File: src/rtl/disp_pkg.sv
// Field positions and constants shared by the disparity controller and its lane slice.
package disp_pkg;

  localparam int unsigned L_W  = 6;
  localparam int unsigned D_W  = 5;
  localparam int unsigned DE_W = 2;

  // l_in lane field: {L40,L31,L22,L13,L04,K}
  localparam int unsigned L_K   = 0;
  localparam int unsigned L_L04 = 1;
  localparam int unsigned L_L13 = 2;
  localparam int unsigned L_L22 = 3;
  localparam int unsigned L_L31 = 4;
  localparam int unsigned L_L40 = 5;

  // d_in lane field: {S,K4,H4,G4,F4}
  localparam int unsigned D_F4 = 0;
  localparam int unsigned D_G4 = 1;
  localparam int unsigned D_H4 = 2;
  localparam int unsigned D_K4 = 3;
  localparam int unsigned D_S  = 4;

  // de_in lane field: {D,E}
  localparam int unsigned DE_E = 0;
  localparam int unsigned DE_D = 1;

  localparam logic RD_NEG = 1'b0;

endpackage

File: src/rtl/disp_lane.sv
// One lane of the disparity chain: sub-block classification plus 6b/4b complement
// decisions, taking the entry RD and producing the RD after the 4b sub-block.
module disp_lane
  import disp_pkg::*;
(
  input  logic            rd_entry,
  input  logic [L_W-1:0]  l,
  input  logic [D_W-1:0]  d,
  input  logic [DE_W-1:0] de,
  output logic            c6,
  output logic            c4,
  output logic            rd_exit
);

  logic k, l31, l22, l13, dd, e, f4, g4, h4, k4;
  logic pd1s6, nd0s6, nd1s6, pd0s6;
  logic nd1s4, nd0s4, pd1s4, pd0s4;
  logic rd6;
  logic unused_ok;

  assign k   = l[L_K];
  assign l31 = l[L_L31];
  assign l22 = l[L_L22];
  assign l13 = l[L_L13];
  assign dd  = de[DE_D];
  assign e   = de[DE_E];
  assign f4  = d[D_F4];
  assign g4  = d[D_G4];
  assign h4  = d[D_H4];
  assign k4  = d[D_K4];

  // L40/L04 do not enter the equations; S only steers alternate D.x.7 downstream.
  assign unused_ok = ^{l[L_L40], l[L_L04], d[D_S]};

  assign pd1s6 = (l13 & dd & e) | (~l22 & ~l31 & ~e);
  assign nd0s6 = pd1s6;
  assign nd1s6 = k | (l31 & ~dd & ~e) | (e & ~l22 & ~l13);
  assign pd0s6 = k | (e & ~l22 & ~l13);

  assign nd1s4 = f4 & g4;
  assign nd0s4 = ~f4 & ~g4;
  assign pd1s4 = nd0s4 | (k4 & (f4 ^ g4));
  assign pd0s4 = f4 & g4 & h4;

  assign c6      = (pd1s6 & ~rd_entry) | (nd1s6 & rd_entry);
  assign rd6     = (pd0s6 & ~c6) | (nd0s6 & c6) | (~pd0s6 & ~nd0s6 & rd_entry);
  assign c4      = (pd1s4 & ~rd6) | (nd1s4 & rd6);
  assign rd_exit = (pd0s4 & ~c4) | (nd0s4 & c4) | (~pd0s4 & ~nd0s4 & rd6);

endmodule

File: src/rtl/disp_ctrl_lanes.sv
// Multi-lane 8b/10b running-disparity controller with a valid/ready registered output.
// Optional macro DISP_FORCE_EN adds rd_force/rd_force_val to override the link RD.
module disp_ctrl_lanes
  import disp_pkg::*;
#(
  parameter int unsigned LANES = 2
) (
  input  logic                  clk,
  input  logic                  reset,
  input  logic                  in_valid,
  output logic                  in_ready,
  input  logic [L_W*LANES-1:0]  l_in,
  input  logic [D_W*LANES-1:0]  d_in,
  input  logic [DE_W*LANES-1:0] de_in,
  output logic                  out_valid,
  input  logic                  out_ready,
  output logic [LANES-1:0]      compls6,
  output logic [LANES-1:0]      compls4,
  output logic                  rd_out
`ifdef DISP_FORCE_EN
  ,
  input  logic                  rd_force,
  input  logic                  rd_force_val
`endif
);

  logic             rd_q, rd_d;
  logic             out_valid_q, out_valid_d;
  logic [LANES-1:0] compls6_q, compls6_d;
  logic [LANES-1:0] compls4_q, compls4_d;
  logic             rd_out_q, rd_out_d;
  logic             accept;
  logic [LANES:0]   rd_chain;
  logic [LANES-1:0] c6_lane, c4_lane;

  assign in_ready = ~out_valid_q | out_ready;
  assign accept   = in_valid & in_ready;

`ifdef DISP_FORCE_EN
  assign rd_chain[0] = rd_force ? rd_force_val : rd_q;
`else
  assign rd_chain[0] = rd_q;
`endif

  // RD ripples lane 0 -> LANES-1 within the beat
  for (genvar i = 0; i < LANES; i++) begin : g_lane
    disp_lane u_lane (
      .rd_entry (rd_chain[i]),
      .l        (l_in[L_W*i +: L_W]),
      .d        (d_in[D_W*i +: D_W]),
      .de       (de_in[DE_W*i +: DE_W]),
      .c6       (c6_lane[i]),
      .c4       (c4_lane[i]),
      .rd_exit  (rd_chain[i+1])
    );
  end

  always_comb begin
    rd_d        = rd_q;
    out_valid_d = out_valid_q;
    compls6_d   = compls6_q;
    compls4_d   = compls4_q;
    rd_out_d    = rd_out_q;
    if (accept) begin
      rd_d        = rd_chain[LANES];
      out_valid_d = 1'b1;
      compls6_d   = c6_lane;
      compls4_d   = c4_lane;
      rd_out_d    = rd_chain[LANES];
    end else begin
      if (out_ready) begin
        out_valid_d = 1'b0;
      end
`ifdef DISP_FORCE_EN
      if (rd_force) begin
        rd_d = rd_force_val;
      end
`endif
    end
  end

  always_ff @(posedge clk) begin
    if (reset) begin
      rd_q        <= RD_NEG;
      out_valid_q <= 1'b0;
      compls6_q   <= '0;
      compls4_q   <= '0;
      rd_out_q    <= RD_NEG;
    end else begin
      rd_q        <= rd_d;
      out_valid_q <= out_valid_d;
      compls6_q   <= compls6_d;
      compls4_q   <= compls4_d;
      rd_out_q    <= rd_out_d;
    end
  end

  assign out_valid = out_valid_q;
  assign compls6   = compls6_q;
  assign compls4   = compls4_q;
  assign rd_out    = rd_out_q;

endmodule
File: config.mk
export PLATFORM = sky130hd
export DESIGN_NAME = disp_ctrl_lanes
export DESIGN_NICKNAME = d
export VERILOG_FILES = /design/src/rtl/disp_pkg.sv /design/src/rtl/disp_lane.sv /design/src/rtl/disp_ctrl_lanes.sv
export SDC_FILE = /design/constraint.sdc
export NUM_CORES = 1
export LEC_CHECK = 0
export CAP_MARGIN = 20
export CELL_PAD_IN_SITES_DETAIL_PLACEMENT = 0
export CELL_PAD_IN_SITES_GLOBAL_PLACEMENT = 1
export CORE_AREA = 2 2 57 59
export CTS_BUF_LIST = sky130_fd_sc_hd__clkbuf_16
export DETAILED_ROUTE_END_ITERATION = 8
export DIE_AREA = 0 0 59 61
export GPL_TIMING_DRIVEN = 0
export HOLD_SLACK_MARGIN = 0.12
export PLACE_DENSITY_LB_ADDON = 0.1
export SLEW_MARGIN = 30
export SYNTH_ARGS = -nofsm -noshare
export SYNTH_HDL_FRONTEND = slang
export SYNTH_SLANG_ARGS = --single-unit
File: constraint.sdc
create_clock -name clk -period 3.2 [get_ports clk]
set_input_delay 0.48 -clock clk [delete_from_list [all_inputs] [get_ports clk]]
set_output_delay 0.48 -clock clk [all_outputs]
set_load 0.02 [all_outputs]
== Word level (Yosys, flattened, before mapping) ==
Cells that the tools add are included.

* Output and inout bits: 7
* Bits of input ports: 30
* Register bits after elaboration: 6

* Muxes and demuxes: 2
* Reduce and logical (&&, ||, !) cells: 1
* Bitwise operators: 105

{| class="wikitable"
|+ Operators by type and width
! cell !! number
|-
| 1-bit bitwise AND || 49
|-
| 1-bit NOT || 31
|-
| 1-bit bitwise OR || 23
|-
| 1-bit 2-to-1 mux || 2
|-
| 2-bit nonzero test || 1
|-
| 1-bit bitwise XOR || 2
|}

== Depth between registers and ports, before layout ==
* Depth after elaboration: 32
* Mapped depth: 8
* Mapped depth without buffers: 8

== Modules after synthesis ==
From an unflattened synthesis, not the netlist that was laid out.

* Cells, all modules: 90
* Area total of the unflattened synthesis: 732.0 um^2

{| class="wikitable"
|+ Modules (own cells, without submodules)
! module !! cells an instance !! area each (um^2) !! seq. area each (um^2) !! instances
|-
| disp_lane || 32 || 236.5 || 0.0 || 2
|-
| disp_ctrl_lanes || 26 || 259.0 || 120.1 || 1
|}

== Worst setup path after synthesis ==
OpenSTA, ideal clock, no wires.

* Path type: in2reg
* Start point: input port d_in[0]
* End point: register rd_out_q, in the netlist rd_out
* Data required time: 3.083 ns
* Path buffers: 0
* Cell stages on the path: 8
* Arrival time: 2.377 ns
* Library setup time: 0.117 ns
* Slack: 0.706 ns
* Path through: inv_1 ha_1 a21o_1 o311a_1 o2111a_2 or4_4 a21bo_1 a32o_1

* Cells in the longest elaborated chain, start to end: 23
* Elaborated cells on any way between the ends: 39
* Classes of those cells: bitwise (39)

{| class="wikitable"
|+ Ends and longest elaborated chain
! element !! line !! text
|-
| start: declaration || disp_ctrl_lanes.sv:13 || <nowiki>input logic [D_W*LANES-1:0] d_in,</nowiki>
|-
| 1-bit bitwise XOR / 1-bit NOT (equally long branches) || disp_lane.sv:42, disp_lane.sv:41 ||
|-
| 1-bit bitwise AND (on tied branches) || disp_lane.sv:42, disp_lane.sv:41 ||
|-
| 1-bit bitwise OR || disp_lane.sv:42 || <nowiki>assign pd1s4 = nd0s4 | (k4 & (f4 ^ g4));</nowiki>
|-
| 1-bit bitwise AND || disp_lane.sv:47 || <nowiki>assign c4 = (pd1s4 & ~rd6) | (nd1s4 & rd6);</nowiki>
|-
| 1-bit bitwise OR || disp_lane.sv:47 ||
|-
| 1-bit NOT || disp_lane.sv:48 || <nowiki>assign rd_exit = (pd0s4 & ~c4) | (nd0s4 & c4) | (~pd0s4 & ~nd0s4 & rd6);</nowiki>
|-
| 1-bit bitwise AND || disp_lane.sv:48 ||
|-
| 1-bit bitwise OR || disp_lane.sv:48 ||
|-
| (+7 left out) || - ||
|-
| 1-bit bitwise OR * || disp_lane.sv:46 || <nowiki>assign rd6 = (pd0s6 & ~c6) | (nd0s6 & c6) | (~pd0s6 & ~nd0s6 & rd_entry);</nowiki>
|-
| 1-bit NOT || disp_lane.sv:47 ||
|-
| 1-bit bitwise AND || disp_lane.sv:47 ||
|-
| 1-bit bitwise OR || disp_lane.sv:47 ||
|-
| 1-bit NOT || disp_lane.sv:48 ||
|-
| 1-bit bitwise AND || disp_lane.sv:48 ||
|-
| 1-bit bitwise OR || disp_lane.sv:48 ||
|-
| 1-bit bitwise OR * || disp_lane.sv:48 ||
|-
| end signal: assignment || disp_ctrl_lanes.sv:94 || <nowiki>rd_out_q <= rd_out_d;</nowiki>
|-
| end: declaration || disp_ctrl_lanes.sv:31 || <nowiki>logic rd_out_q, rd_out_d;</nowiki>
|}

Every way passes the cells marked *; elsewhere a longest branch is shown, timed or not.
A chain may end at the register's enable or synchronous reset.

== Worst setup path after layout ==
Same ends and word-level chain as after synthesis.

==> results.json <==
{
  "p_per_area_nw_per_um2": 375,
  "synth_cells": 105,
  "io_buffers": 30,
  "die_area_sq_um": 3600,
  "synthArstFlopShare": 0,
  "synth_edf_count": 0,
  "hold_violations": 0,
  "cp_cell_sequence": "clkdlybuf4s50_1, inv_1, ha_1, a21o_1, o311a_1, o2111a_2, or4_4, a21bo_1, a32o_1",
  "slowest_delay_ps": 540,
  "cp.required_ps": 3310,
  "min_from": "compls4[0]$_SDFFE_PP0P_",
  "yosys_most_used_dff": "dfxtp_1",
  "yosysTopAreaCellShare": 0.152,
  "nFillCells": 304,
  "avgSynthCellArea_sq_um": 7.51,
  "synth_cell_type_count": 49,
  "grt_max_degree": 11,
  "ir_worst_vdd_uv": 213,
  "drc": 0,
  "syn_nets": 139,
  "period_share": 0.889,
  "cts_hold_buf": 0,
  "rr_worst_depth": 7,
  "leakage_nw": 0.466,
  "syn_area_sq_um": 788,
  "synth.yosys.seq_area_share": 0.152,
  "grt_use_total": 0.117,
  "nets": 174,
  "hp-class": "reg2reg",
  "cts_tree": "yes",
  "drtPass1Iterations": 4,
  "r2r-start": "rd_out$_SDFFE_PP0P_",
  "maxCapViolCount": 0,
  "rsz0062_at_grt": "no",
  "gp_congestion": 0.756,
  "ys_warn_count": 0,
  "htreeDepth": 1,
  "cts_setup_buffers": 0,
  "final_antenna_net_count": 0,
  "drive_gt1_frac": 0.109,
  "wirelength_um": 2010,
  "path_class": "in2reg",
  "tightestPinTransition_ps": 500,
  "endpoint_kind": "flop",
  "diodes": 0,
  "antenna_found_initial": 0,
  "grt_pass1_wl_um": 3390,
  "clockRootBuffer": "clkbuf_16",
  "grt_overflow": 0,
  "r2r_setup_slack_ps": 1080,
  "clk_latency_ps": 220,
  "core_sq_um": 2950,
  "fin_tns_setup_ps": 0,
  "report.final.slew_viol_count": 0,
  "area_growth_pct": 52.9,
  "synth_top_cells_by_area": "dfxtp_1 (15%), ha_1 (6.3%), a21oi_1 (5.7%), nand2_1 (5.2%), o31ai_1 (4.8%)",
  "cp_max_fo": 5,
  "outcome": "finished clean",
  "clock_sinks": 6,
  "timing.fmax_ghz": 0.352,
  "whs_endpoint": "compls4[0]$_SDFFE_PP0P_",
  "cts_buffers": 3,
  "io_pins": 37,
  "start_util": 0.267,
  "hold_path_depth": 2,
  "die_y_um": 61,
  "clk_pin_slew_ps": 30,
  "viasPerCell": 5.32,
  "crit_path_top_delay_cell": "or4_4",
  "cp.arrival_ps": 2960,
  "drt_iter0_markers": 23,
  "final-setup-viol-count": 0,
  "critical_path.top_delay_family": "compound AO/OA/AOI/OAI gates",
  "synth_commonest_cells": "nand2_1 (11), a21oi_1 (9), inv_1 (9)",
  "rows": 20,
  "synth_most_common_cell": "nand2_1",
  "first_global_vias": 834,
  "finalCriticalPeriod_ps": 2840,
  "die_w_um": 59,
  "finalClockSkew_ps": 1.82,
  "crit_buf_inv": 2,
  "critPathLaunchType": "input pin",
  "hold_ws_ps": 448,
  "relSlewSlack": 0.664,
  "vias": 909,
  "synth-seq-cells": 6,
  "cts_max_path_buffers": 2,
  "yosys.area.top_type": "dfxtp_1",
  "reg2reg_to": "compls6[1]$_SDFFE_PP0P_",
  "cts_resized": 0,
  "hpwlAfterDp_um": 1700,
  "wl_per_cell_um": 11.8
}
## registers in the layout (all words and copies together), names as in the netlist
name,flops
compls4,2
compls6,2
out_valid,1
rd_out,1
## worst max path at each step
stage                  from                      end  slack (ps)  cells past startpoint
global route        l_in[3]  compls6[1]$_SDFFE_PP0P_         170                      7
floorplan           d_in[0]      rd_out$_SDFFE_PP0P_         710                      8
finish              d_in[0]      rd_out$_SDFFE_PP0P_         360                      9
global placement    d_in[0]      rd_out$_SDFFE_PP0P_         120                      9
CTS                 d_in[0]      rd_out$_SDFFE_PP0P_         350                      9
detailed placement  d_in[0]      rd_out$_SDFFE_PP0P_         120                      9
## stage by stage
stage	worst slack, ps	power [mW]	instances	area [sq um]	utilization
after global placement	116	0.256	168	1130	0.383
final	355	0.452	171	1200	0.408
after CTS	346	0.457	171	1200	0.408
after global routing	168	0.481	171	1200	0.408
after floorplan	706	0.187	105	788	-
after detailed placement	115	0.256	168	1130	0.383
## placed cells by master, fill, tap and decap left out, types with 2 or more instances in the layout
cell,Yosys,layout
dfxtp_1,6,6
a31oi_1,3,3
nor2_1,7,7
clkdlybuf4s50_1,0,30
a211oi_1,2,2
o31ai_1,5,5
and2_1,2,2
clkbuf_16,0,3
or2_2,3,3
nor2b_1,2,2
nand2_1,11,11
o21a_1,2,2
nor3_1,3,3
nor3b_1,2,2
a21oi_1,9,9
ha_1,4,4
nand2b_1,2,2
inv_1,9,9
## kinds of logic after synthesis
logic type | share of synthesized area
simple gates | 0.298
mux | 0.0270
buf+inv | 0.0571
fa+ha+maj | 0.0635
xor+xnor | 0.0111
flops | 0.152
compound gates | 0.390
## report_power, final
group / switching [mW] / internal, mW
clock: 0.0374 / 0.160
sequential: 0.00449 / 0.0829
combinational: 0.0801 / 0.0869
total: 0.122 / 0.330
## routing by layer
layer | up-vias | wire length [um] | global-route usage
met4 | 0 | 0 | 0.00974
li1 | 474 | - | -
met5 | - | 0 | 0
met2 | 21 | 960 | 0.211
met1 | 414 | 946 | 0.149
met3 | 0 | 102 | 0.0256
## worst min-delay path: cells and delay by family (launching register included)
| family | cells | cell delay, ps |
|---|---|---|
| DFF | 1 | 300 |
| AOI/OAI and AO/OA | 1 | 50 |
| and+or+nand+nor | 1 | 50 |
## layout make-up
class                      instances  area, sq um  share of cell area
clock buffer                       3         75.1              0.0623
sequential                         6          120              0.0997
buffer                             1         11.3             0.00935
tap                               33         41.3              0.0343
multi-input combinational         89          623               0.517
timing repair buffer              30          300               0.249
inverter                           9         33.8              0.0280
No activity file was read; power rests on OpenSTA's default activity.
==> patch: new RTL, config.mk and constraints unchanged <==
Set the parameter `LANES` to 1 (it was 2).
--- a/src/rtl/disp_ctrl_lanes.sv
+++ b/src/rtl/disp_ctrl_lanes.sv
@@ -3,7 +3,7 @@
 module disp_ctrl_lanes
   import disp_pkg::*;
 #(
-  parameter int unsigned LANES = 2
+  parameter int unsigned LANES = 1
 ) (
   input  logic                  clk,
   input  logic                  reset,
Interface: changed (5 resized); port bits go from 37 to 22. The function was not compared with the original's and may differ.
==> patch against the unedited design <==
The run now ends with DRC left; total power decreased by 27%; synthesized cell count decreased by 49%; area after synthesis decreased by 46%; routed wire length decreased by 42%; sequential cell count decreased by 2; critical path depth decreased by 6; clock skew about the same; final area decreased by 40%; sequential power decreased by 36%; worst setup slack improved by 0.71 ns.
==> patch: results (changes against the unedited design) <==
set qor(max_freq_ghz) 0.469 ;# +33%
set qor(placedInstanceArea_um2) 647 ;# -43%
set qor(synthesized_nets) 73 ;# -47%
set qor(synth_top_cells_by_count) {sky130_fd_sc_hd__inv_1, sky130_fd_sc_hd__a21oi_1, sky130_fd_sc_hd__dfxtp_1, sky130_fd_sc_hd__nand2_1}
set qor(max_stage_delay_ns) 0.61 ;# +0.07 ns
set qor(timing.critical_path.fanout_max) 3 ;# -2
set qor(worst_slew_slack_as_a_fraction_of_its_limit) 0.617 ;# -0.0473
set qor(grt_pass1_vias) 446 ;# -47%
set qor(first_drt_iteration_drcs) 17 ;# -26%
set qor(placement.setup.worst_slack_ns) 0.944 ;# +0.829 ns
set qor(routabilityCongestion) 0.607 ;# -20%
set qor(crit_path_start) {out_ready}
set qor(violations) {DRC}
set qor(crit_family) {buffers and inverters}
set qor(vias) 468 ;# -49%
set qor(slowest_stage_cell_crit_path) {sky130_fd_sc_hd__clkdlybuf4s50_1}
set qor(power.sequential.fraction) 0.169 ;# -0.024
set qor(p_leak_nw) 0.278 ;# -40%
set qor(io_buffers) 18 ;# -40%
set qor(reg2reg_depth) 5 ;# -2
set qor(final_net_count) 96 ;# -45%
set qor(route.detailed.wl_per_inst_um) 10.8 ;# -8.0%
set qor(dp.cells) 105 ;# -38%
set qor(setup.reg_to_reg.worst_slack_ns) 1.80 ;# +0.72 ns
set qor(net-switching-power_uw) 75.8 ;# -38%
set qor(critical_path.endpoint) {in_ready}
set qor(drt_drc_violations_left) 1 ;# +1
set qor(hold_path_startpoint) {compls6$_SDFFE_PP0P_}
set qor(hpwlAfterDp_um) 985 ;# -42%
set qor(end_point_of_the_most_critical_hold_path) {compls6$_SDFFE_PP0P_}
set qor(synthCells) 54 ;# -49%
set qor(layout-drive-gt1-share) 0.120 ;# +0.0113
set qor(power.ir.vdd_worst_v) 0.000139 ;# -35%
set qor(outcome) {finished, violations left}
set qor(route.detailed.vias_per_inst) 4.33 ;# -18%
set qor(drt_first_pass_iters) 6 ;# +2
set qor(synth.top_cells.by_area) {sky130_fd_sc_hd__dfxtp_1, sky130_fd_sc_hd__ha_1, sky130_fd_sc_hd__o31ai_1}
set qor(synth.lib_cells_used.distinct) 31 ;# -37%
==> patch: cells by family after synthesis <==
| family | share of synthesized area |
|---|---|
| adder cells (fa/ha/maj) | 0.0588 |
| AO/OA/AOI/OAI | 0.365 |
| flip-flops | 0.188 |
| multiplexers | 0.0823 |
| AND/OR/NAND/NOR | 0.241 |
| buffers and inverters | 0.0647 |
==> patch: worst register-to-register path, delay by kind of cell, from the launching register on <==
kind                   cells  cell delay [ns]
AOI/OAI and AO/OA          3             0.69
DFF                        1             0.31
buffers and inverters      2             0.30
==> patch: cell type report <==
cell class	instances	area share
Multi-Input combinational cell	43	0.440
Timing Repair Buffer	18	0.250
Inverter	5	0.0260
Tap cell	33	0.0572
Clock buffer	3	0.104
Buffer	2	0.0121
Sequential cell	4	0.111
==> patch: layer usage <==
metal,vias up,wire length (um),GRT usage
met5,-,0,0
met4,0,12,0.0584
met3,2,57,0.0235
met2,15,537,0.121
met1,202,559,0.0850
li1,249,-,-
